$ cat src/rtl/uart_rx.sv
// UART receiver: 8N1 frames with optional even/odd parity, 3-sample majority
// vote at mid-bit, registered one-cycle result pulses.
module uart_rx #(
  parameter int unsigned PRESCALE = 8
) (
  input  logic       CLK,
  input  logic       RST,
  input  logic       RX_IN,
  input  logic       PAR_EN,
  input  logic       PAR_TYP,
  output logic [7:0] P_DATA,
  output logic       DATA_VALID,
  output logic       PAR_ERR,
  output logic       STP_ERR
);

  localparam int unsigned CNT_W = $clog2(PRESCALE);

  localparam logic [CNT_W-1:0] SMP_A    = CNT_W'(PRESCALE / 2 - 1);
  localparam logic [CNT_W-1:0] SMP_B    = CNT_W'(PRESCALE / 2);
  localparam logic [CNT_W-1:0] SMP_C    = CNT_W'(PRESCALE / 2 + 1);
  localparam logic [CNT_W-1:0] SMP_LAST = CNT_W'(PRESCALE - 1);

  if (!(PRESCALE == 8 || PRESCALE == 16 || PRESCALE == 32)) begin : g_bad_prescale
    $error("uart_rx: PRESCALE must be 8, 16 or 32");
  end

  typedef enum logic [2:0] {
    IDLE,
    START,
    DATA,
    PARITY,
    STOP
  } state_e;

  state_e           state_q,   state_d;
  logic [CNT_W-1:0] cnt_q,     cnt_d;
  logic [2:0]       bit_q,     bit_d;
  logic [1:0]       smp_q,     smp_d;
  logic [7:0]       shift_q,   shift_d;
  logic             par_en_q,  par_en_d;
  logic             par_typ_q, par_typ_d;
  logic             par_bad_q, par_bad_d;
  logic             stp_bad_q, stp_bad_d;
  logic [7:0]       p_data_q,  p_data_d;
  logic             dv_q,      dv_d;
  logic             pe_q,      pe_d;
  logic             se_q,      se_d;

  logic maj_c;
  logic at_mid_c;
  logic at_last_c;

  // Bit value: 2-of-3 vote of the two stored mid samples and the live third one.
  assign maj_c     = (smp_q[1] & smp_q[0]) | (smp_q[1] & RX_IN) | (smp_q[0] & RX_IN);
  assign at_mid_c  = (cnt_q == SMP_C);
  assign at_last_c = (cnt_q == SMP_LAST);

  always_ff @(posedge CLK) begin
    if (RST) begin
      state_q   <= IDLE;
      cnt_q     <= '0;
      bit_q     <= '0;
      smp_q     <= '0;
      shift_q   <= '0;
      par_en_q  <= 1'b0;
      par_typ_q <= 1'b0;
      par_bad_q <= 1'b0;
      stp_bad_q <= 1'b0;
      p_data_q  <= '0;
      dv_q      <= 1'b0;
      pe_q      <= 1'b0;
      se_q      <= 1'b0;
    end else begin
      state_q   <= state_d;
      cnt_q     <= cnt_d;
      bit_q     <= bit_d;
      smp_q     <= smp_d;
      shift_q   <= shift_d;
      par_en_q  <= par_en_d;
      par_typ_q <= par_typ_d;
      par_bad_q <= par_bad_d;
      stp_bad_q <= stp_bad_d;
      p_data_q  <= p_data_d;
      dv_q      <= dv_d;
      pe_q      <= pe_d;
      se_q      <= se_d;
    end
  end

  always_comb begin
    state_d   = state_q;
    cnt_d     = cnt_q;
    bit_d     = bit_q;
    smp_d     = smp_q;
    shift_d   = shift_q;
    par_en_d  = par_en_q;
    par_typ_d = par_typ_q;
    par_bad_d = par_bad_q;
    stp_bad_d = stp_bad_q;
    p_data_d  = p_data_q;
    dv_d      = 1'b0;
    pe_d      = 1'b0;
    se_d      = 1'b0;

    // Sample counter and the first two vote samples run in every busy state.
    if (state_q != IDLE) begin
      cnt_d = at_last_c ? '0 : cnt_q + CNT_W'(1);
      if (cnt_q == SMP_A) smp_d[1] = RX_IN;
      if (cnt_q == SMP_B) smp_d[0] = RX_IN;
    end

    case (state_q)
      IDLE: begin
        // The detecting edge is sample 0 of the start bit, so count from 1.
        if (!RX_IN) begin
          state_d   = START;
          cnt_d     = CNT_W'(1);
          bit_d     = '0;
          par_en_d  = PAR_EN;
          par_typ_d = PAR_TYP;
          par_bad_d = 1'b0;
          stp_bad_d = 1'b0;
        end
      end
      START: begin
        if (at_mid_c && maj_c) begin
          state_d = IDLE;
          cnt_d   = '0;
        end else if (at_last_c) begin
          state_d = DATA;
        end
      end
      DATA: begin
        if (at_mid_c) shift_d = {maj_c, shift_q[7:1]};
        if (at_last_c) begin
          bit_d = bit_q + 3'd1;
          if (bit_q == 3'd7) state_d = par_en_q ? PARITY : STOP;
        end
      end
      PARITY: begin
        if (at_mid_c) par_bad_d = (maj_c != ((^shift_q) ^ par_typ_q));
        if (at_last_c) state_d = STOP;
      end
      STOP: begin
        if (at_mid_c) stp_bad_d = ~maj_c;
        if (at_last_c) begin
          state_d = IDLE;
          pe_d    = par_bad_q;
          se_d    = stp_bad_q;
          if (!par_bad_q && !stp_bad_q) begin
            dv_d     = 1'b1;
            p_data_d = shift_q;
          end
        end
      end
      default: begin
        state_d = IDLE;
        cnt_d   = '0;
      end
    endcase
  end

  assign P_DATA     = p_data_q;
  assign DATA_VALID = dv_q;
  assign PAR_ERR    = pe_q;
  assign STP_ERR    = se_q;

endmodule

$ cat config.mk
export PLATFORM = sky130hd
export DESIGN_NAME = uart_rx
export DESIGN_NICKNAME = d
export VERILOG_FILES = /design/src/rtl/uart_rx.sv
export SDC_FILE = /design/constraint.sdc
export NUM_CORES = 1
export LEC_CHECK = 0
export CAP_MARGIN = 0
export CORE_UTILIZATION = 49
export CTS_CLUSTER_SIZE = 40
export DETAILED_ROUTE_END_ITERATION = 7
export PLACE_DENSITY_LB_ADDON = 0.1
export SYNTH_ARGS = -nofsm -noshare
export SYNTH_HDL_FRONTEND = slang
export SYNTH_SLANG_ARGS = --single-unit
$ cat constraint.sdc
create_clock -name CLK -period 1.7 [get_ports CLK]
set_input_delay 0.51 -clock CLK [delete_from_list [all_inputs] [get_ports CLK]]
set_output_delay 0.51 -clock CLK [all_outputs]
set_load 0.03 [all_outputs]
==> results.cfg <==
[status]
outcome = completed

[layout]
final_cells = 237
area_growth_syn_to_layout_pct = 18.9
nets = 205
final_util_pct = 61.6
fillerInstances = 270
drive_gt1_share_pct = 16.1
num_antenna_cells = 0

[sta]
worst_clock_skew_ns = 0.00392
setup_violations = 0
tightest_slew_ns = 0.475
holdWs_ns = 0.492
max_freq_mhz = 627
relSlewSlack_pct = 68.1
fin_crit_sh_pct = 93.9
period_minus_slack_ns = 1.60
finalHoldViolations = 0
finalSetupTns_ns = 0
rsz0062_at_grt = false
drv_slew = 0

[synthesis]
ys_warn_count = 0
ys_types = 42
synth_nets = 177
synth_top_area_share_pct = 42.7
yosys-top-cells-count = 34 x dfxtp_1, 30 x nor2_1, 20 x mux2i_1, 8 x inv_1
synth.most_common_cell = dfxtp_1
syn_area_per_cell_sq_um = 9.67
synth-main-ff-cell = dfxtp_1
netlist_instances = 165
synth_edf_count = 0
netlist_area_sq_mm = 0.00160
yosysSeqAreaShare_pct = 42.7
ys_ff_latch = 34
synth_area_leaders = dfxtp_1 43%, mux2i_1 13%, nor2_1 7.1%
yosysTopAreaCell = dfxtp_1
async_reset_ff_share_pct = 0

[setup_path]
cp.arrival_ns = 1.85
crit_start = cnt_q[1]
crit_type = reg -> reg
end_kind = flop
r2r-start = cnt_q[1]
worst_setup_path_start_kind = flop
worstPathRequired_ns = 1.96
cp_max_fo = 4

[clocking]
numCtsBuffers = 5
cts_tree = yes
cts.reportedPaths.clkPinSlew_ns = 0.10
clockBufferDepth = 2
clk_latency_ns = 0.33
clock-sinks = 34
postCtsSetupRepairBufs = 0
h-tree-depth = 2
root_buffer = clkbuf_4

[worst_hold_path]
worstHoldPathType = reg -> reg
min-delay-start = stp_bad_q

[floorplan]
die_w_microns = 59.1
initial_core_util_pct = 51.8
die_h_microns = 59.1
coreArea_sq_mm = 0.00308
dieArea_sq_mm = 0.00349
io_pins = 16
rows = 20

[detailed_routing]
firstDrtPassIters = 7
antenna_left = 0
dr_wl_met2_mm = 1.40
routed.top_layer = met4
drc = 0
dr_wl_met3_microns = 139
totalWireLength_mm = 3.11
num_vias = 1227
wire_per_inst_microns = 13.1
viasPerCell = 5.18
wirelength_met1_mm = 1.52
drt_iter0_markers = 44

[global_route]
track_usage_pct = 20.3
grt_pass1_vias = 1131
grt_antenna_before_repair = 0
grt_start_max_net_pins = 13
grt_pass1_wl_mm = 5.22
gr-total-overflow = 0

[place]
place_inst = 230
gp_congestion = 0.784
dp_hpwl_mm = 2.32
port_buffers = 15

[pwr]
p_leak_nw = 0.850
ir_worst_vdd_mv = 0.455
cellPowerDensity_mw_per_mm2 = 699

[run]
cap_viol_max_count = 0
[registers in the layout, indices dropped and copies added, names as in the netlist]
| register | flops |
|---|---|
| DATA_VALID | 1 |
| PAR_ERR | 1 |
| P_DATA | 8 |
| STP_ERR | 1 |
| bit_q | 3 |
| cnt_q | 3 |
| par_bad_q | 1 |
| par_en_q | 1 |
| par_typ_q | 1 |
| shift_q | 8 |
| smp_q | 2 |
| state_q | 3 |
| stp_bad_q | 1 |
[cells in the final DEF, fill, tap and decap left out, types with 2 or more instances in the layout]
cell / instances
nand2_1: 4
buf_4: 15
a21oi_1: 7
clkdlybuf4s50_1: 3
and2_1: 3
o31ai_1: 2
a22oi_1: 2
nand4_1: 2
clkbuf_4: 5
xnor2_1: 6
nand3_1: 5
inv_1: 8
a2bb2oi_1: 2
nor2_1: 30
ha_1: 6
clkinv_2: 2
nor3_1: 2
dlygate4sd2_1: 12
mux2i_1: 20
dfxtp_1: 34
[report_power, final]
part           internal (mW)  switching [mW]  total, mW  leakage, nW
logic                 0.0470          0.0494     0.0964        0.545
clock network          0.149           0.263      0.411       0.0308
registers              0.805          0.0134      0.819        0.275
total                   1.00           0.326       1.33        0.850
[final cells by class]
| type | count | area, sq um | area share [%] |
|---|---|---|---|
| clock buffers | 5 | 37.5 | 1.98 |
| clock inverters | 2 | 10.0 | 0.528 |
| inverters | 8 | 30.0 | 1.58 |
| multi-input cells | 114 | 836 | 44.1 |
| flip-flops and latches | 34 | 681 | 35.9 |
| well taps | 44 | 55.1 | 2.90 |
| repair buffers | 30 | 248 | 13.1 |
[routing by layer]
metal / track usage, % / vias to the layer above
met4: 7.14 / 0
met3: 5.90 / 6
met1: 27.5 / 571
met2: 30.7 / 26
met5: 0 / -
li1: - / 624
[cell families after synthesis]
kind of cell,Yosys count,synth area share [%]
multiplexers,20,12.5
AO/OA/AOI/OAI,23,10.3
adder cells (fa/ha/maj),8,6.20
AND/OR/NAND/NOR,55,18.0
XOR/XNOR,8,5.25
buffers and inverters,17,5.10
flip-flops,34,42.7
[stage by stage]
step | cell area, sq um | power (mW) | setup slack (ns)
after CTS | 1890 | 1.35 | 0.0633
after floorplan | 1600 | 0.897 | 0.0953
after global placement | 1860 | 0.930 | -0.316
after global routing | 1900 | 1.39 | 0.00266
after detailed placement | 1860 | 0.933 | -0.368
final | 1900 | 1.33 | 0.104
[worst max-delay path, cell delays in order, from the launching register on]
cell	delay, ns
dfxtp_1	0.37
inv_1	0.08
ha_1	0.17
and2_1	0.19
nand4_1	0.13
or4bb_1	0.50
o31ai_2	0.07
[worst paths after layout]
check	slack, ns	endpoint	cells after the start
worst max-delay path	0.10	par_bad_q	6
worst min-delay path	0.49	DATA_VALID	1
worst max register to register	0.10	par_bad_q	6
worst min register to register	0.49	DATA_VALID	1
[repair_timing]
item,CTS,global route
setup endpoints to repair,12,10
pin swaps,1,0
resized for setup,12,2
hold buffers,0,0
Power figures use the tool's default switching activity.
==> RTL change 1 (same settings) <==
`PRESCALE`: 8 -> 16.
--- a/src/rtl/uart_rx.sv
+++ b/src/rtl/uart_rx.sv
@@ -1,7 +1,7 @@
 // UART receiver: 8N1 frames with optional even/odd parity, 3-sample majority
 // vote at mid-bit, registered one-cycle result pulses.
 module uart_rx #(
-  parameter int unsigned PRESCALE = 8
+  parameter int unsigned PRESCALE = 16
 ) (
   input  logic       CLK,
   input  logic       RST,
Check against the original RTL: no difference found for any inputs over 10 cycles, from zero or initial values and one cycle with RST high; that may be too few to reach the edited logic, so the function may still have changed.
==> RTL change 1 against the original RTL <==
- die area rose by 2.4%
- routed wire length up 10%
- sequential cell count increased by 1
- setup slack worse by 0.093 ns
- final area is 12% higher
- critical path depth decreased by 2
- core utilization rose by 6.6 points
- global-route usage up 0.31 points
- area after synthesis is 2.5% higher
- worst hold slack improved by 0.012 ns
- critical path type unchanged
- largest cell class unchanged
Power is not compared: it rests on default switching activity, and its combinational part moved more than twofold at a synthesized area within 25%.
==> RTL change 1: results (changes against the original RTL) <==
{
  "global_routing": {
    "grt_use_total": {"value": 20.6, "unit": "%", "change": "+0.31 points"},
    "grt_pass1_wl": {"value": 5.38, "unit": "mm", "change": "+3.2%"},
    "largest_net_degree_at_the_start_of_global_routing": {"value": 20, "change": "+7"}
  },
  "yosys": {
    "synthMuxAreaShare": {"value": 14.2, "unit": "%", "change": "+1.6 points"},
    "synth.yosys.seq_area_share": {"value": 42.8, "unit": "%", "change": "+0.18 points"},
    "xor_xnor_share_of_the_synthesized_area": {"value": 5.13, "unit": "%", "change": "-0.13 points"},
    "netlist_top_cells_count": "35 x sky130_fd_sc_hd__dfxtp_1, 34 x sky130_fd_sc_hd__nor2_1, 22 x sky130_fd_sc_hd__mux2i_1",
    "synth.lib_cells_used.distinct": {"value": 41, "change": "-2.4%"},
    "post_synth_fa_ha_maj_area_fraction": {"value": 4.51, "unit": "%", "change": "-1.7 points"},
    "netlist_top_cells_area": "sky130_fd_sc_hd__dfxtp_1 43%, sky130_fd_sc_hd__mux2i_1 13%, sky130_fd_sc_hd__nor2_1 7.8%",
    "synth_compound_gate_area_share": {"value": 9.64, "unit": "%", "change": "-0.63 points"},
    "cell_count_after_synthesis": {"value": 173, "change": "+4.8%"}
  },
  "worst_setup_path": {
    "critPathMaxStageDelay": {"value": 0.59, "unit": "ns", "change": "+0.09 ns"},
    "worst_setup_path_endpoint": "P_DATA[1]",
    "reg2reg_slack": {"value": 0.01, "unit": "ns", "change": "-0.09 ns"},
    "slowest_stage": "sky130_fd_sc_hd__or4_4",
    "worst_r2r_path_depth": {"value": 4, "change": "-2"},
    "worst-endpoint-arrival": {"value": 1.92, "unit": "ns", "change": "+0.07 ns"}
  },
  "route": {
    "routed_vias": {"value": 1366, "change": "+11%"},
    "drt_wl_total": {"value": 3.43, "unit": "mm", "change": "+10%"},
    "vias_per_cell": {"value": 5.36, "change": "+3.5%"},
    "first_pass_iters": {"value": 4, "change": "-3"}
  },
  "sta": {
    "timing_worst_slew_pin_value": {"value": 0.435, "unit": "ns", "change": "-0.0394 ns"},
    "timing.clock.skew": {"value": 0.0118, "unit": "ns", "change": "+0.00787 ns"}
  },
  "final_layout": {
    "drive_gt1_share": {"value": 24.6, "unit": "%", "change": "+8.6 points"},
    "fillerInstances": {"value": 264, "change": "-2.2%"}
  },
  "run_status": {
    "status": "finished, final reports clean"
  }
}
-- RTL change 1: cell families (layout without fill, tap and decap cells) --
kind of cell	after synthesis	in the layout
buffers and inverters	12	50
xor gates and xnor gates	8	8
DFF	35	35
muxes	23	23
adders and majority gates	6	6
and+or+nand+nor	66	66
AOI/OAI and AO/OA	23	23
-- RTL change 1: metal layers --
metal | vias to the layer above | global-route usage [%] | part of all wire [%]
li1 | 679 | - | -
met1 | 642 | 24.5 | 43
met2 | 37 | 33.7 | 50
met3 | 8 | 5.41 | 5.3
met4 | 0 | 11.0 | 2.2
met5 | - | 0 | 0
-- RTL change 1: area by class of cell --
type	count	share of cell area, %
multi-input combinational	126	45.5
clock inverter	2	0.591
sequential	35	33.3
clock buffer	6	1.95
inverter	3	0.532
tap	44	2.60
timing repair buffer	39	15.5
-- RTL change 1: worst max-delay path: cells and delay by family, from the launching register on --
family / cells / cell delay, ns
flops: 1 / 0.33
mux: 1 / 0.19
simple gates: 3 / 1.05
-- RTL change 1: worst min-delay path by stage --
stage | start | end | slack, ns | depth (start not counted)
floorplan | stp_bad_q | DATA_VALID | 0.43 | 1
global placement | stp_bad_q | DATA_VALID | 0.47 | 1
detailed placement | stp_bad_q | DATA_VALID | 0.48 | 1
CTS | P_DATA[2] | P_DATA[2] | 0.51 | 2
global route | stp_bad_q | DATA_VALID | 0.52 | 1
finish | P_DATA[2] | P_DATA[2] | 0.50 | 2
-- RTL change 1: repair_timing --
item,CTS,global route
gates cloned,0,0
endpoints found under the setup margin,26,10
buffers inserted,3,2
hold buffers,0,0
gates resized for setup,18,13
pin swaps,4,4
-- RTL change 1: stage by stage --
| stage | setup WS, ns | power (W) | hold slack [ns] | util [%] | area (sq um) |
|---|---|---|---|---|---|
| 6_report | 0.0113 | 0.00188 | 0.504 | 68.2 | 2120 |
| 3_3_place_gp | -0.455 | 0.00133 | 0.473 | 63.2 | 1960 |
| 3_5_place_dp | -0.553 | 0.00135 | 0.483 | 63.2 | 1960 |
| 2_1_floorplan | -0.0924 | 0.00119 | 0.434 | - | 1660 |
| 5_1_grt | -0.0565 | 0.00198 | 0.517 | 68.2 | 2120 |
| 4_1_cts | 0.0166 | 0.00183 | 0.510 | 65.9 | 2050 |
-- RTL change 1: where the power goes --
group | total [W] | switching (W) | internal [W]
combinational | 0.000549 | 0.000286 | 0.000263
clock | 0.000434 | 0.000275 | 0.000159
sequential | 0.000898 | 0.0000378 | 0.000860
total | 0.00188 | 0.000599 | 0.00128
==> RTL change 2 (same settings) <==
Made on the original files. The output `DATA_VALID` loses its register stage (`dv_q` becomes a continuous assignment).
--- a/src/rtl/uart_rx.sv
+++ b/src/rtl/uart_rx.sv
@@ -68,7 +68,6 @@
       par_bad_q <= 1'b0;
       stp_bad_q <= 1'b0;
       p_data_q  <= '0;
-      dv_q      <= 1'b0;
       pe_q      <= 1'b0;
       se_q      <= 1'b0;
     end else begin
@@ -82,11 +81,12 @@
       par_bad_q <= par_bad_d;
       stp_bad_q <= stp_bad_d;
       p_data_q  <= p_data_d;
-      dv_q      <= dv_d;
       pe_q      <= pe_d;
       se_q      <= se_d;
     end
   end
+
+  assign dv_q = dv_d;
 
   always_comb begin
     state_d   = state_q;
Formal check against the unedited RTL: same outputs for any inputs over 10 cycles, from zero or initial values and one cycle with RST high; that may be too few to reach the edited logic, so the function may still have changed.
==> RTL change 2 against the original RTL <==
- the flow now finishes with violations (setup timing)
- via count grew 7.9%
- clock skew grew 0.0069 ns
- sequential cell count shrank 1
- area after synthesis grew 0.39%
- final area grew 9.0%
- count of clock-buffer cells in the layout is the same
- setup slack lost 0.58 ns
- routed wire length grew 4.1%
- critical endpoint is now DATA_VALID
Power is not compared: it rests on default switching activity, and its combinational part moved more than twofold at a synthesized area within 25%.
==> RTL change 2: results (changes against the original RTL) <==
{
  "global_routing": {
    "met2_usage": {"value": 33.8, "unit": "%", "change": "+3.1 points"},
    "grt_pass1_wl": {"value": 5.38, "unit": "mm", "change": "+3.2%"},
    "use_met1": {"value": 26.4, "unit": "%", "change": "-1.1 points"},
    "first_global_vias": {"value": 1205, "change": "+6.5%"},
    "global_route.usage.met3": {"value": 5.46, "unit": "%", "change": "-0.44 points"}
  },
  "yosys": {
    "netlist_top_cells_area": "sky130_fd_sc_hd__dfxtp_1 41%, sky130_fd_sc_hd__mux2i_1 13%, sky130_fd_sc_hd__ha_1 5.5%",
    "post_synth.cell_area_avg": {"value": 9.31, "unit": "sq um", "change": "-3.7%"},
    "synth.yosys.seq_area_share": {"value": 41.3, "unit": "%", "change": "-1.4 points"},
    "post_synth_fa_ha_maj_area_fraction": {"value": 6.09, "unit": "%", "change": "-0.10 points"},
    "synthMuxAreaShare": {"value": 13.2, "unit": "%", "change": "+0.65 points"},
    "synth_compound_gate_area_share": {"value": 11.6, "unit": "%", "change": "+1.3 points"},
    "xor_xnor_share_of_the_synthesized_area": {"value": 5.23, "unit": "%", "change": "-0.021 points"},
    "post_synthesis_net_count": {"value": 184, "change": "+4.0%"}
  },
  "final_layout": {
    "drive_gt1_share": {"value": 22.9, "unit": "%", "change": "+6.9 points"},
    "instances_no_fill": {"value": 249, "change": "+5.1%"},
    "fillerInstances": {"value": 268, "change": "-0.74%"},
    "finish.net_count": {"value": 216, "change": "+5.4%"}
  },
  "route": {
    "initialDrtViolationCount": {"value": 41, "change": "-6.8%"},
    "routed_vias": {"value": 1324, "change": "+7.9%"},
    "first_pass_iters": {"value": 4, "change": "-3"}
  },
  "worst_setup_path": {
    "timing.critical_path.fanout_max": {"value": 2, "change": "-2"},
    "worst-endpoint-arrival": {"value": 1.67, "unit": "ns", "change": "-0.18 ns"},
    "worst_r2r_path_depth": {"value": 8, "change": "+2"}
  },
  "run_status": {
    "failing_checks": "setup timing",
    "status": "finished with violations"
  },
  "sta": {
    "finalSetupViolations": {"value": 11, "change": "+11"},
    "post-route-worst-setup-slack": {"value": -0.476, "unit": "ns", "change": "-0.580 ns"},
    "timing_worst_slew_pin_value": {"value": 0.325, "unit": "ns", "change": "-0.150 ns"}
  },
  "place": {
    "half_perimeter_wire_length_of_the_detailed_placement_result": {"value": 2.28, "unit": "mm", "change": "-1.9%"}
  },
  "hold_path": {
    "timing.hold.worst_path_depth": {"value": 2, "change": "+1"}
  }
}
## RTL change 2: changes by cell type in the layout (fill, tap and decap cells not counted), moves of 3 or more
| cell | before | now |
|---|---|---|
| sky130_fd_sc_hd__nor2_1 | 30 | 22 |
| sky130_fd_sc_hd__ha_4 | 0 | 3 |
| sky130_fd_sc_hd__dfxtp_1 | 34 | 31 |
| sky130_fd_sc_hd__nand3_1 | 5 | 8 |
| sky130_fd_sc_hd__inv_1 | 8 | 5 |
| sky130_fd_sc_hd__nand2_1 | 4 | 7 |
| sky130_fd_sc_hd__buf_4 | 15 | 18 |
## RTL change 2: layout make-up
cell class	count	area [sq um]	area share (%)
multi-input cells	120	926	44.8
flip-flops and latches	33	668	32.3
repair buffers	36	328	15.8
well taps	44	55.1	2.66
clock buffers	5	37.5	1.81
inverters	8	37.5	1.81
clock inverters	3	16.3	0.786
## RTL change 2: per-layer routing
layer / vias up / share of wire (%)
met4: 0 / 1.9
met2: 28 / 46
met3: 9 / 5.0
met1: 623 / 47
met5: - / 0
li1: 664 / -
## RTL change 2: stage by stage
stage                     setup TNS [ns]  total power [W]  utilization (%)
after CTS                         -0.617          0.00199             66.1
after global placement             -5.24          0.00150             62.9
after floorplan                   -0.150          0.00134                -
final                             -0.838          0.00200             67.2
after detailed placement           -5.92          0.00153             62.9
after global routing               -1.53          0.00212             67.2
## RTL change 2: logic make-up after synthesis
| family | Yosys count |
|---|---|
| muxes | 21 |
| AOI/OAI and AO/OA | 28 |
| buffers and inverters | 19 |
| adders and majority gates | 8 |
| and+or+nand+nor | 55 |
| DFF | 33 |
| xor gates and xnor gates | 8 |
## RTL change 2: final timing paths
check               endpoint  slack (ns)  startpoint
setup / recovery  DATA_VALID       -0.48    cnt_q[1]
hold / removal      bit_q[1]        0.48    bit_q[1]
setup reg to reg   P_DATA[4]       -0.05    cnt_q[1]
hold reg to reg     bit_q[1]        0.48    bit_q[1]
## RTL change 2: what timing repair did
item / in CTS / in global routing
setup endpoints to repair: 27 / 12
gates resized for setup: 19 / 6
pin swaps: 7 / 4
hold buffers: 0 / 0
buffers inserted: 2 / 2
## RTL change 2: power by group
group | internal [W] | total (W) | switching (W)
registers | 0.000837 | 0.000881 | 0.0000436
clock network | 0.000157 | 0.000431 | 0.000274
logic | 0.000325 | 0.000692 | 0.000367
total | 0.00132 | 0.00200 | 0.000685
## RTL change 2: worst max-delay path, cell delays in order (launching register included)
cell	delay [ns]
sky130_fd_sc_hd__dfxtp_4	0.38
sky130_fd_sc_hd__ha_4	0.14
sky130_fd_sc_hd__ha_4	0.14
sky130_fd_sc_hd__nand4bb_4	0.13
sky130_fd_sc_hd__or3_4	0.38
sky130_fd_sc_hd__clkinv_4	0.05
sky130_fd_sc_hd__buf_6	0.12
